### src/rtl/ecg_pkg.sv
// ---------------------------------------------------------------------------
// ecg_pkg
// Shared constants and types for the ECG moving-average block.
//   ADC_W_DFLT : default ADC sample width (MCP3202 = 12 bits)
//   MIDSCALE   : ADC code representing 0 V differential (used by the
//                optional DC-offset removal, ECG_DC_OFFSET_EN)
//   ecg_state_e: sequencing states of the averaging FSM
// ---------------------------------------------------------------------------
package ecg_pkg;

    localparam int ADC_W_DFLT = 12;
    localparam int MIDSCALE   = 1 << (ADC_W_DFLT - 1);

    typedef enum logic [1:0] {
        S_IDLE = 2'd0,
        S_READ = 2'd1,
        S_ACC  = 2'd2,
        S_OUT  = 2'd3
    } ecg_state_e;

endpackage

### src/rtl/ecg_sample_avg_if.sv
// ---------------------------------------------------------------------------
// ecg_sample_avg_if
// Valid/ready stream carrying averaged ECG samples to the next stage.
//   out_data  : averaged sample (producer -> consumer)
//   out_valid : out_data holds an unconsumed result (producer -> consumer)
//   out_ready : consumer accepts when out_valid & out_ready (consumer -> producer)
// Modports: master = producer (ecg_sample_avg), slave = consumer.
// ---------------------------------------------------------------------------
interface ecg_sample_avg_if
    import ecg_pkg::*;
#(
    parameter int ADC_W = ADC_W_DFLT
);

    logic [ADC_W-1:0] out_data;
    logic             out_valid;
    logic             out_ready;

    modport master (output out_data, output out_valid, input out_ready);
    modport slave  (input out_data, input out_valid, output out_ready);

endinterface

### src/rtl/ecg_ring_buf.sv
// ---------------------------------------------------------------------------
// ecg_ring_buf
// Circular buffer holding the last 2^AVG_LOG2 ADC samples.
//   clk, rst_n : clock, asynchronous active-low reset (contents zeroed)
//   rd_en      : load rd_data with the entry at the write pointer, i.e. the
//                oldest sample, which is the one about to be replaced
//   rd_data    : registered read data
//   wr_en      : write wr_data at the write pointer and advance it (wraps)
//   wr_data    : sample to store
// ---------------------------------------------------------------------------
module ecg_ring_buf #(
    parameter int ADC_W    = 12,
    parameter int AVG_LOG2 = 3
) (
    input  logic             clk,
    input  logic             rst_n,
    input  logic             rd_en,
    output logic [ADC_W-1:0] rd_data,
    input  logic             wr_en,
    input  logic [ADC_W-1:0] wr_data
);

    localparam int N = 1 << AVG_LOG2;

    logic [ADC_W-1:0]    mem_q [N];
    logic [ADC_W-1:0]    mem_d [N];
    logic [AVG_LOG2-1:0] wr_ptr_q, wr_ptr_d;
    logic [ADC_W-1:0]    rd_data_q, rd_data_d;

    always_comb begin
        mem_d     = mem_q;
        wr_ptr_d  = wr_ptr_q;
        rd_data_d = rd_data_q;
        if (rd_en) begin
            rd_data_d = mem_q[wr_ptr_q];
        end
        if (wr_en) begin
            mem_d[wr_ptr_q] = wr_data;
            // Pointer width is exactly AVG_LOG2, so the increment wraps mod N.
            wr_ptr_d        = wr_ptr_q + 1'b1;
        end
    end

    always_ff @(posedge clk or negedge rst_n) begin
        if (!rst_n) begin
            for (int i = 0; i < N; i++) begin
                mem_q[i] <= '0;
            end
            wr_ptr_q  <= '0;
            rd_data_q <= '0;
        end else begin
            mem_q     <= mem_d;
            wr_ptr_q  <= wr_ptr_d;
            rd_data_q <= rd_data_d;
        end
    end

    assign rd_data = rd_data_q;

endmodule

### src/rtl/ecg_sample_avg.sv
// ---------------------------------------------------------------------------
// ecg_sample_avg
// Moving average over 2^AVG_LOG2 ADC samples taken from the MCP3202 SPI
// master's level-style data/dv outputs, presented on a valid/ready stream.
//   clk, rst_n : clock, asynchronous active-low reset
//   adc_data   : ADC sample, stable while adc_dv is high
//   adc_dv     : level sample-valid; each rising edge is one new sample
//   out_if     : master side of ecg_sample_avg_if (out_data/out_valid/out_ready)
//   overrun    : sticky, a result was overwritten unread or a sample dropped
//   warm       : the window has been filled since reset
// Optional build macro ECG_DC_OFFSET_EN: out_data becomes the two's-complement
// average with MIDSCALE subtracted (midscale code maps to 0).
// Each sample takes four cycles: detect/capture, read oldest, accumulate and
// write back, publish.
// ---------------------------------------------------------------------------
module ecg_sample_avg
    import ecg_pkg::*;
#(
    parameter int ADC_W    = ADC_W_DFLT,
    parameter int AVG_LOG2 = 3
) (
    input  logic                    clk,
    input  logic                    rst_n,
    input  logic [ADC_W-1:0]        adc_data,
    input  logic                    adc_dv,
    ecg_sample_avg_if.master        out_if,
    output logic                    overrun,
    output logic                    warm
);

    localparam int SUM_W = ADC_W + AVG_LOG2;
    // Fill count saturates at N, which needs AVG_LOG2+1 bits.
    localparam logic [AVG_LOG2:0] N_CNT = {1'b1, {AVG_LOG2{1'b0}}};
`ifdef ECG_DC_OFFSET_EN
    localparam logic [ADC_W-1:0] MID = {1'b1, {(ADC_W-1){1'b0}}};
`endif

    ecg_state_e          state_q, state_d;
    logic                dv_q, dv_d;
    logic [ADC_W-1:0]    smp_q, smp_d;
    logic [SUM_W-1:0]    sum_q, sum_d;
    logic [AVG_LOG2:0]   fill_q, fill_d;
    logic [ADC_W-1:0]    out_data_q, out_data_d;
    logic                out_valid_q, out_valid_d;
    logic                overrun_q, overrun_d;
    logic                warm_q, warm_d;

    logic                new_smp;
    logic                load;
    logic [ADC_W-1:0]    old_smp;
    logic [ADC_W-1:0]    avg;
    logic [ADC_W-1:0]    result;

    ecg_ring_buf #(
        .ADC_W    (ADC_W),
        .AVG_LOG2 (AVG_LOG2)
    ) u_ring (
        .clk     (clk),
        .rst_n   (rst_n),
        .rd_en   (state_q == S_READ),
        .rd_data (old_smp),
        .wr_en   (state_q == S_ACC),
        .wr_data (smp_q)
    );

    // dv_q resets high so a dv already asserted out of reset is not a sample.
    assign new_smp = adc_dv & ~dv_q;
    assign load    = (state_q == S_OUT) && (fill_q == N_CNT);
    assign avg     = sum_q[SUM_W-1:AVG_LOG2];

`ifdef ECG_DC_OFFSET_EN
    assign result = avg - MID;
`else
    assign result = avg;
`endif

    always_comb begin
        dv_d        = adc_dv;
        state_d     = state_q;
        smp_d       = smp_q;
        sum_d       = sum_q;
        fill_d      = fill_q;
        out_data_d  = out_data_q;
        out_valid_d = out_valid_q;
        overrun_d   = overrun_q;
        warm_d      = warm_q;

        case (state_q)
            S_IDLE: begin
                if (new_smp) begin
                    smp_d   = adc_data;
                    state_d = S_READ;
                end
            end
            S_READ: begin
                state_d = S_ACC;
            end
            S_ACC: begin
                // Sum of the window can never exceed N * max code, so SUM_W
                // bits always hold it; the intermediate wrap cancels out.
                sum_d = sum_q + SUM_W'(smp_q) - SUM_W'(old_smp);
                if (fill_q != N_CNT) begin
                    fill_d = fill_q + 1'b1;
                end
                state_d = S_OUT;
            end
            S_OUT: begin
                state_d = S_IDLE;
            end
            default: begin
                state_d = S_IDLE;
            end
        endcase

        // A sample arriving while the previous one is still in flight is lost.
        if (new_smp && (state_q != S_IDLE)) begin
            overrun_d = 1'b1;
        end

        if (out_valid_q && out_if.out_ready) begin
            out_valid_d = 1'b0;
        end
        // A load wins over a same-edge accept, so valid stays high.
        if (load) begin
            out_data_d  = result;
            out_valid_d = 1'b1;
            warm_d      = 1'b1;
            if (out_valid_q && !out_if.out_ready) begin
                overrun_d = 1'b1;
            end
        end
    end

    always_ff @(posedge clk or negedge rst_n) begin
        if (!rst_n) begin
            state_q     <= S_IDLE;
            dv_q        <= 1'b1;
            smp_q       <= '0;
            sum_q       <= '0;
            fill_q      <= '0;
            out_data_q  <= '0;
            out_valid_q <= 1'b0;
            overrun_q   <= 1'b0;
            warm_q      <= 1'b0;
        end else begin
            state_q     <= state_d;
            dv_q        <= dv_d;
            smp_q       <= smp_d;
            sum_q       <= sum_d;
            fill_q      <= fill_d;
            out_data_q  <= out_data_d;
            out_valid_q <= out_valid_d;
            overrun_q   <= overrun_d;
            warm_q      <= warm_d;
        end
    end

    assign out_if.out_data  = out_data_q;
    assign out_if.out_valid = out_valid_q;
    assign overrun          = overrun_q;
    assign warm             = warm_q;

endmodule
### src/flat_wrapper.sv
// flat-port wrapper written by rule: the top's interface ports become plain ports
module ecg_sample_avg_flat import ecg_pkg::*;
#(
    parameter int ADC_W    = ADC_W_DFLT,
    parameter int AVG_LOG2 = 3
)
  (clk, rst_n, adc_data, adc_dv, overrun, warm, out_if_out_data, out_if_out_valid, out_if_out_ready);
  ecg_sample_avg_if #(.ADC_W(ADC_W)) out_if_i ();
  input  logic clk;
  input  logic rst_n;
  input  logic [ADC_W-1:0] adc_data;
  input  logic adc_dv;
  output logic overrun;
  output logic warm;
  output wire logic [$bits(out_if_i.out_data)-1:0] out_if_out_data;
  output wire logic [$bits(out_if_i.out_valid)-1:0] out_if_out_valid;
  input wire logic [$bits(out_if_i.out_ready)-1:0] out_if_out_ready;
  assign out_if_out_data = out_if_i.out_data;
  assign out_if_out_valid = out_if_i.out_valid;
  assign out_if_i.out_ready = out_if_out_ready;
  ecg_sample_avg #(.ADC_W(ADC_W), .AVG_LOG2(AVG_LOG2)) u_core (.clk(clk), .rst_n(rst_n), .adc_data(adc_data), .adc_dv(adc_dv), .out_if(out_if_i), .overrun(overrun), .warm(warm));
endmodule
### config.mk
export PLATFORM = sky130hd
export DESIGN_NAME = ecg_sample_avg_flat
export DESIGN_NICKNAME = d
export VERILOG_FILES = /design/src/rtl/ecg_pkg.sv /design/src/rtl/ecg_sample_avg_if.sv /design/src/rtl/ecg_ring_buf.sv /design/src/rtl/ecg_sample_avg.sv /design/src/flat_wrapper.sv
export SDC_FILE = /design/constraint.sdc
export NUM_CORES = 1
export LEC_CHECK = 0
export BUFFER_PORTS_ARGS = -buffer_cell sky130_fd_sc_hd__buf_2
export CAP_MARGIN = 20
export CORE_UTILIZATION = 60
export CTS_BUF_LIST = sky130_fd_sc_hd__clkbuf_4 sky130_fd_sc_hd__clkbuf_8 sky130_fd_sc_hd__clkbuf_16
export CTS_CLUSTER_DIAMETER = 100
export DETAILED_ROUTE_END_ITERATION = 7
export PLACE_DENSITY = 0.88
export SYNTH_ARGS = -nofsm -noshare
export SYNTH_HDL_FRONTEND = slang
export SYNTH_SLANG_ARGS = --single-unit
### constraint.sdc
create_clock -name clk -period 2.69 [get_ports clk]
set_input_delay 0.4035 -clock clk [delete_from_list [all_inputs] [get_ports clk]]
set_output_delay 0.4035 -clock clk [all_outputs]
set_load 0.02 [all_outputs]
### Word-level counts from Yosys, hierarchy flattened

Index checks and enable logic that the tools add are counted.

* $add $sub $neg: 4
* magnitude comparators: 2
* eq/ne operators: 6
* multiplexer cells: 13
* bitwise operators: 3
* reduce and logical (&&, ||, !) cells: 11

Operator list (count)
* $bwmux 96: 1
* $bmux 12 s3: 1
* $demux 12 s3: 1
* $mux 12: 3
* $add 15x12->15: 1
* $sub 15x12->15: 1
* $pmux 2 s4: 1
* $logic_and 1x1->1: 5
* $mux 1: 5
* $add 4x1->4 const B: 1
* $eq 2x2->1 const B: 2
* $eq 4x4->1 const B: 1
* $ge 4x4->1 const B: 1
* $lt 4x1->1 const B: 1
* $ne 4x4->1 const B: 1
* $not 3->4: 1
* $reduce_and 2->1: 2
* $reduce_bool 2->1: 2
* $add 3x1->3 const B: 1
* $eq 2x1->1 const B: 1
* $logic_not 2->1: 1
* $mux 2: 1
* $ne 2x1->1 const B: 1
* $and 1x1->1: 1
* 2 further kinds: 2

* register bits: 160
* bits of input ports: 16
* output and inout port bits: 15
* logic and storage cells: 58

### Depth between registers and ports, before layout

* depth in word-level cells: 6
* gate-level depth with buffers: 11
* gate-level depth less buffers: 11

### Cells and area by module

A second synthesis with hierarchy kept.

* cells, all modules: 666
* area total of the unflattened synthesis: 8159.1 µm²

By module, submodules not included
* ecg_ring_buf: instances 1, cells an instance 343, area each 5061.1 µm², sequential area each 2777.7 µm²
* ecg_sample_avg: instances 1, cells an instance 323, area each 3098.0 µm², sequential area each 1227.4 µm²

### Least setup slack after synthesis

Ideal clock, no wire load.

* kind: reg-to-reg
* start point: register u_core.smp_q[1]
* end point: register u_core.sum_q[6]
* setup time: 0.129 ns
* data arrival time: 2.272 ns
* data required time: 2.561 ns
* slack: 0.289 ns
* stages on the path, launching flop included: 11
* path buffers: 0
* clock period less this slack: 2.401 ns
* cell sequence: dfrtp_1 > inv_1 > fa_1 > inv_1 > fa_1 > a21o_1 > a21oi_1 > o21ai_1 > a21oi_1 > xor2_1 > mux2i_1

* word-level cells in the longest chain between the ends: 2

RTL lines
* from (decl): RTL line ecg_sample_avg.sv:40 `logic [ADC_W-1:0] smp_q, smp_d;`
* from (signal assigned): RTL line ecg_sample_avg.sv:148 `smp_q <= smp_d;`
* $add 15x12->15: RTL line ecg_sample_avg.sv:101 `sum_d = sum_q + SUM_W'(smp_q) - SUM_W'(old_smp);`
* $sub 15x12->15: RTL line ecg_sample_avg.sv:101
* to (signal assigned): RTL line ecg_sample_avg.sv:149 `sum_q <= sum_d;`
* to (decl): RTL line ecg_sample_avg.sv:41 `logic [SUM_W-1:0] sum_q, sum_d;`

Every way passes these cells.
A chain may end at the register's enable or synchronous reset.

### Final worst setup path

* start point: register u_core.smp_q[4]
* end point: register u_core.sum_q[8]

The elaborated chain is that of the path after synthesis.

==> impl_metrics.toml <==
[floorplanning]
num_rows = 41
io_pins = 31
start_util_pct = 61.5
die_area_um2 = 13400
core-area_um2 = 12600
die-width_um = 116
dieHeight_um = 116

[sta]
clock.fmax_mhz = 378
fin_skew_ps = 11.5
fin_setup_tns_ps = 0
setup_ws_ps = 44.4
finalMaxSlewViolations = 0
min_period_ps = 2650
final-setup-viol-count = 0
finalHoldViolCount = 0
tightest_slew_ps = 724
relSlewSlack_pct = 51.7
fin_crit_sh_pct = 98.4

[setup_path]
crit_chain = "inv_1, fa_1, inv_1, ha_1, a211oi_1, o21ai_1, and2b_1, nor2b_1, xor2_1, mux2i_1"
required_ps = 2990
slowest_delay_ps = 490
critPathLaunchType = "flop"
slowest_stage = "fa_1"
crit_arrival_ps = 2950
path_common_cell = "inv_1"
cp-end-kind = "flop"
path_max_fanout = 5
r2r_slack_ps = 40
worstSetupPathType = "reg -> reg"

[placed_design]
dpl.cell_count = 848
place_ws_ps = 91.7
io_buffers = 30
gp_congestion = 0.925
hpwl_um = 11300

[cells_and_area]
regArea_um2 = 4010
final_common_cell = "dfrtp_1"
n_antenna_cell = 0
num-fill-cells = 814
final_core_util_pct = 70.4
synthToLayoutAreaGrowth_pct = 14.6
layout-drive-gt1-share_pct = 30.0
multi_input_area_um2 = 3400
fin_nets = 753
most-common-layout-cells = "dfrtp_1 (157), nand2_1 (81), mux2_2 (64)"
final_cells = 888

[logic_synthesis]
avgSynthCellArea_um2 = 11.9
synth-seq-cells = 160
syn_inst = 652
synth_edf_count = 0
netlist_area_um2 = 7760
synth.net_count = 702
synthDistinctLibCells = 46
synth-main-ff-cell = "dfrtp_1"
ys_seq_area_share_pct = 51.6
yosys_warnings = 0
async_reset_ff_share_pct = 100

[routing]
vias_per_cell = 6.02
drt-wirelength-per-cell_um = 19.8
drc = 0
postRouteAntennaNets = 0
routed_wl_um = 17600
drt_first_iter_violations = 363
routed-via-count = 5349
drt-pass1-iter-count = 5

[cts]
numClockSinks = 160
cts_root_buf = "clkbuf_16"
clockBufferDepth = 2
clk_latency_ps = 440
htreeDepth = 4
clkTransAtPathRegs_ps = 60
cts_tree = "done"
cts_buffers = 17

[grt]
grt-ovfl-total = 0
grt_pass1_wl_um = 27800
antenna_found_initial = 0
grt_max_degree = 68
grt.total_usage_pct = 28.2
grt_pass1_vias = 5480

[flow_run]
maxCapViolations = 0

[hold_path]
hold_class = "in -> reg"

[run_status]
status = "complete, no violations"
==> repair_timing <==
action / 4_1_cts / 5_1_grt
setup endpoints to repair: 0 / 9
hold buffers: 1 / 0
setup buffers: 0 / 6
hold endpoints to repair: 46 / 0
resized for setup: 0 / 16
==> flip-flops by register name, indices dropped and copies added, names as in the netlist <==
| signal | cells |
|---|---|
| u_core.u_ring.rd_data | 12 |
| u_core.overrun | 1 |
| u_core.state_q | 2 |
| u_core.dv_q | 1 |
| u_core.warm | 1 |
| u_core.smp_q | 12 |
| u_core.fill_q | 4 |
| u_core.out_if.out_data | 12 |
| u_core.u_ring.mem_q | 96 |
| u_core.sum_q | 15 |
| u_core.u_ring.wr_ptr_q | 3 |
| u_core.out_if.out_valid | 1 |
==> layer usage <==
metal / global-route usage, % / wire (µm) / vias up
met5: 0 / 0 / -
met2: 45.3 / 8680 / 245
met4: 13.8 / 592 / 0
met3: 5.49 / 1090 / 45
met1: 37.3 / 7210 / 2715
li1: - / - / 2344
==> cells by family after synthesis <==
kind of cell | share of synthesized area [%]
DFF | 51.6
adders and majority gates | 6.65
and+or+nand+nor | 7.32
buffers and inverters | 5.03
AOI/OAI and AO/OA | 8.84
muxes | 18.7
xor gates and xnor gates | 1.81
==> critical path, delay by kind of cell (launching register included) <==
| kind | cells | cell delay [ps] |
|---|---|---|
| DFF | 1 | 400 |
| buffers and inverters | 2 | 180 |
| and+or+nand+nor | 2 | 410 |
| AOI/OAI and AO/OA | 2 | 400 |
| xor gates and xnor gates | 1 | 180 |
| adders and majority gates | 2 | 850 |
| muxes | 1 | 100 |
==> stage by stage <==
stage               area [µm²]  hold slack (ps)
CTS                       8770             92.3
global placement          8160              430
global route              8880             92.3
finish                    8880              100
detailed placement        8160              446
floorplan                 7760              108
==> cell type report <==
cell class              count  area share, %
inverters                  56           2.37
repair buffers             65           5.03
clock inverters            12           1.51
well taps                 172           2.42
multi-input cells         403           38.3
clock buffers              20           5.25
flip-flops and latches    160           45.1
==> cells in the mapped netlist (2+ instances only) <==
| cell type | instances | area share [%] |
|---|---|---|
| nor3_2 | 2 | 0.26 |
| nand3b_1 | 2 | 0.19 |
| clkbuf_1 | 12 | 0.58 |
| xor2_1 | 7 | 0.79 |
| mux4_2 | 24 | 7.0 |
| xnor2_1 | 9 | 1.0 |
| o21ai_1 | 33 | 2.1 |
| buf_6 | 3 | 0.44 |
| buf_2 | 12 | 0.77 |
| nand3_1 | 3 | 0.19 |
| o31ai_2 | 2 | 0.32 |
| nor2_1 | 20 | 0.97 |
| fa_1 | 12 | 3.1 |
| mux2_2 | 64 | 9.3 |
| dfrtp_1 | 159 | 51 |
| mux2i_1 | 19 | 2.5 |
| nand4b_1 | 3 | 0.34 |
| nand2_1 | 81 | 3.9 |
| o21ai_0 | 41 | 2.6 |
| a21oi_2 | 3 | 0.34 |
| a21o_1 | 4 | 0.39 |
| inv_1 | 55 | 2.7 |
| a31oi_1 | 3 | 0.24 |
| a21oi_1 | 24 | 1.5 |
| buf_4 | 5 | 0.48 |
| ha_1 | 22 | 3.5 |
| nand2b_1 | 5 | 0.40 |
| nor3b_2 | 2 | 0.32 |
| nand4_1 | 4 | 0.32 |
==> worst paths after layout <==
| check | startpoint | to | cells after the start |
|---|---|---|---|
| max | u_core.smp_q[4]$_DFFE_PN0P_ | u_core.sum_q[8]$_DFFE_PN0P_ | 10 |
| min | adc_dv | u_core.dv_q$_DFF_PN1_ | 1 |
| max reg2reg | u_core.smp_q[4]$_DFFE_PN0P_ | u_core.sum_q[8]$_DFFE_PN0P_ | 10 |
| min reg2reg | u_core.warm$_DFFE_PN0P_ | u_core.warm$_DFFE_PN0P_ | 1 |
| max in group asynchronous | rst_n | u_core.u_ring.mem_q[50]$_DFFE_PN0P_ | 3 |
| min in group asynchronous | rst_n | u_core.u_ring.mem_q[69]$_DFFE_PN0P_ | 2 |
Power is left out: the tool's default activity adds up to more than one toggle a clock period on the data nets, which glitch-free logic cannot reach.
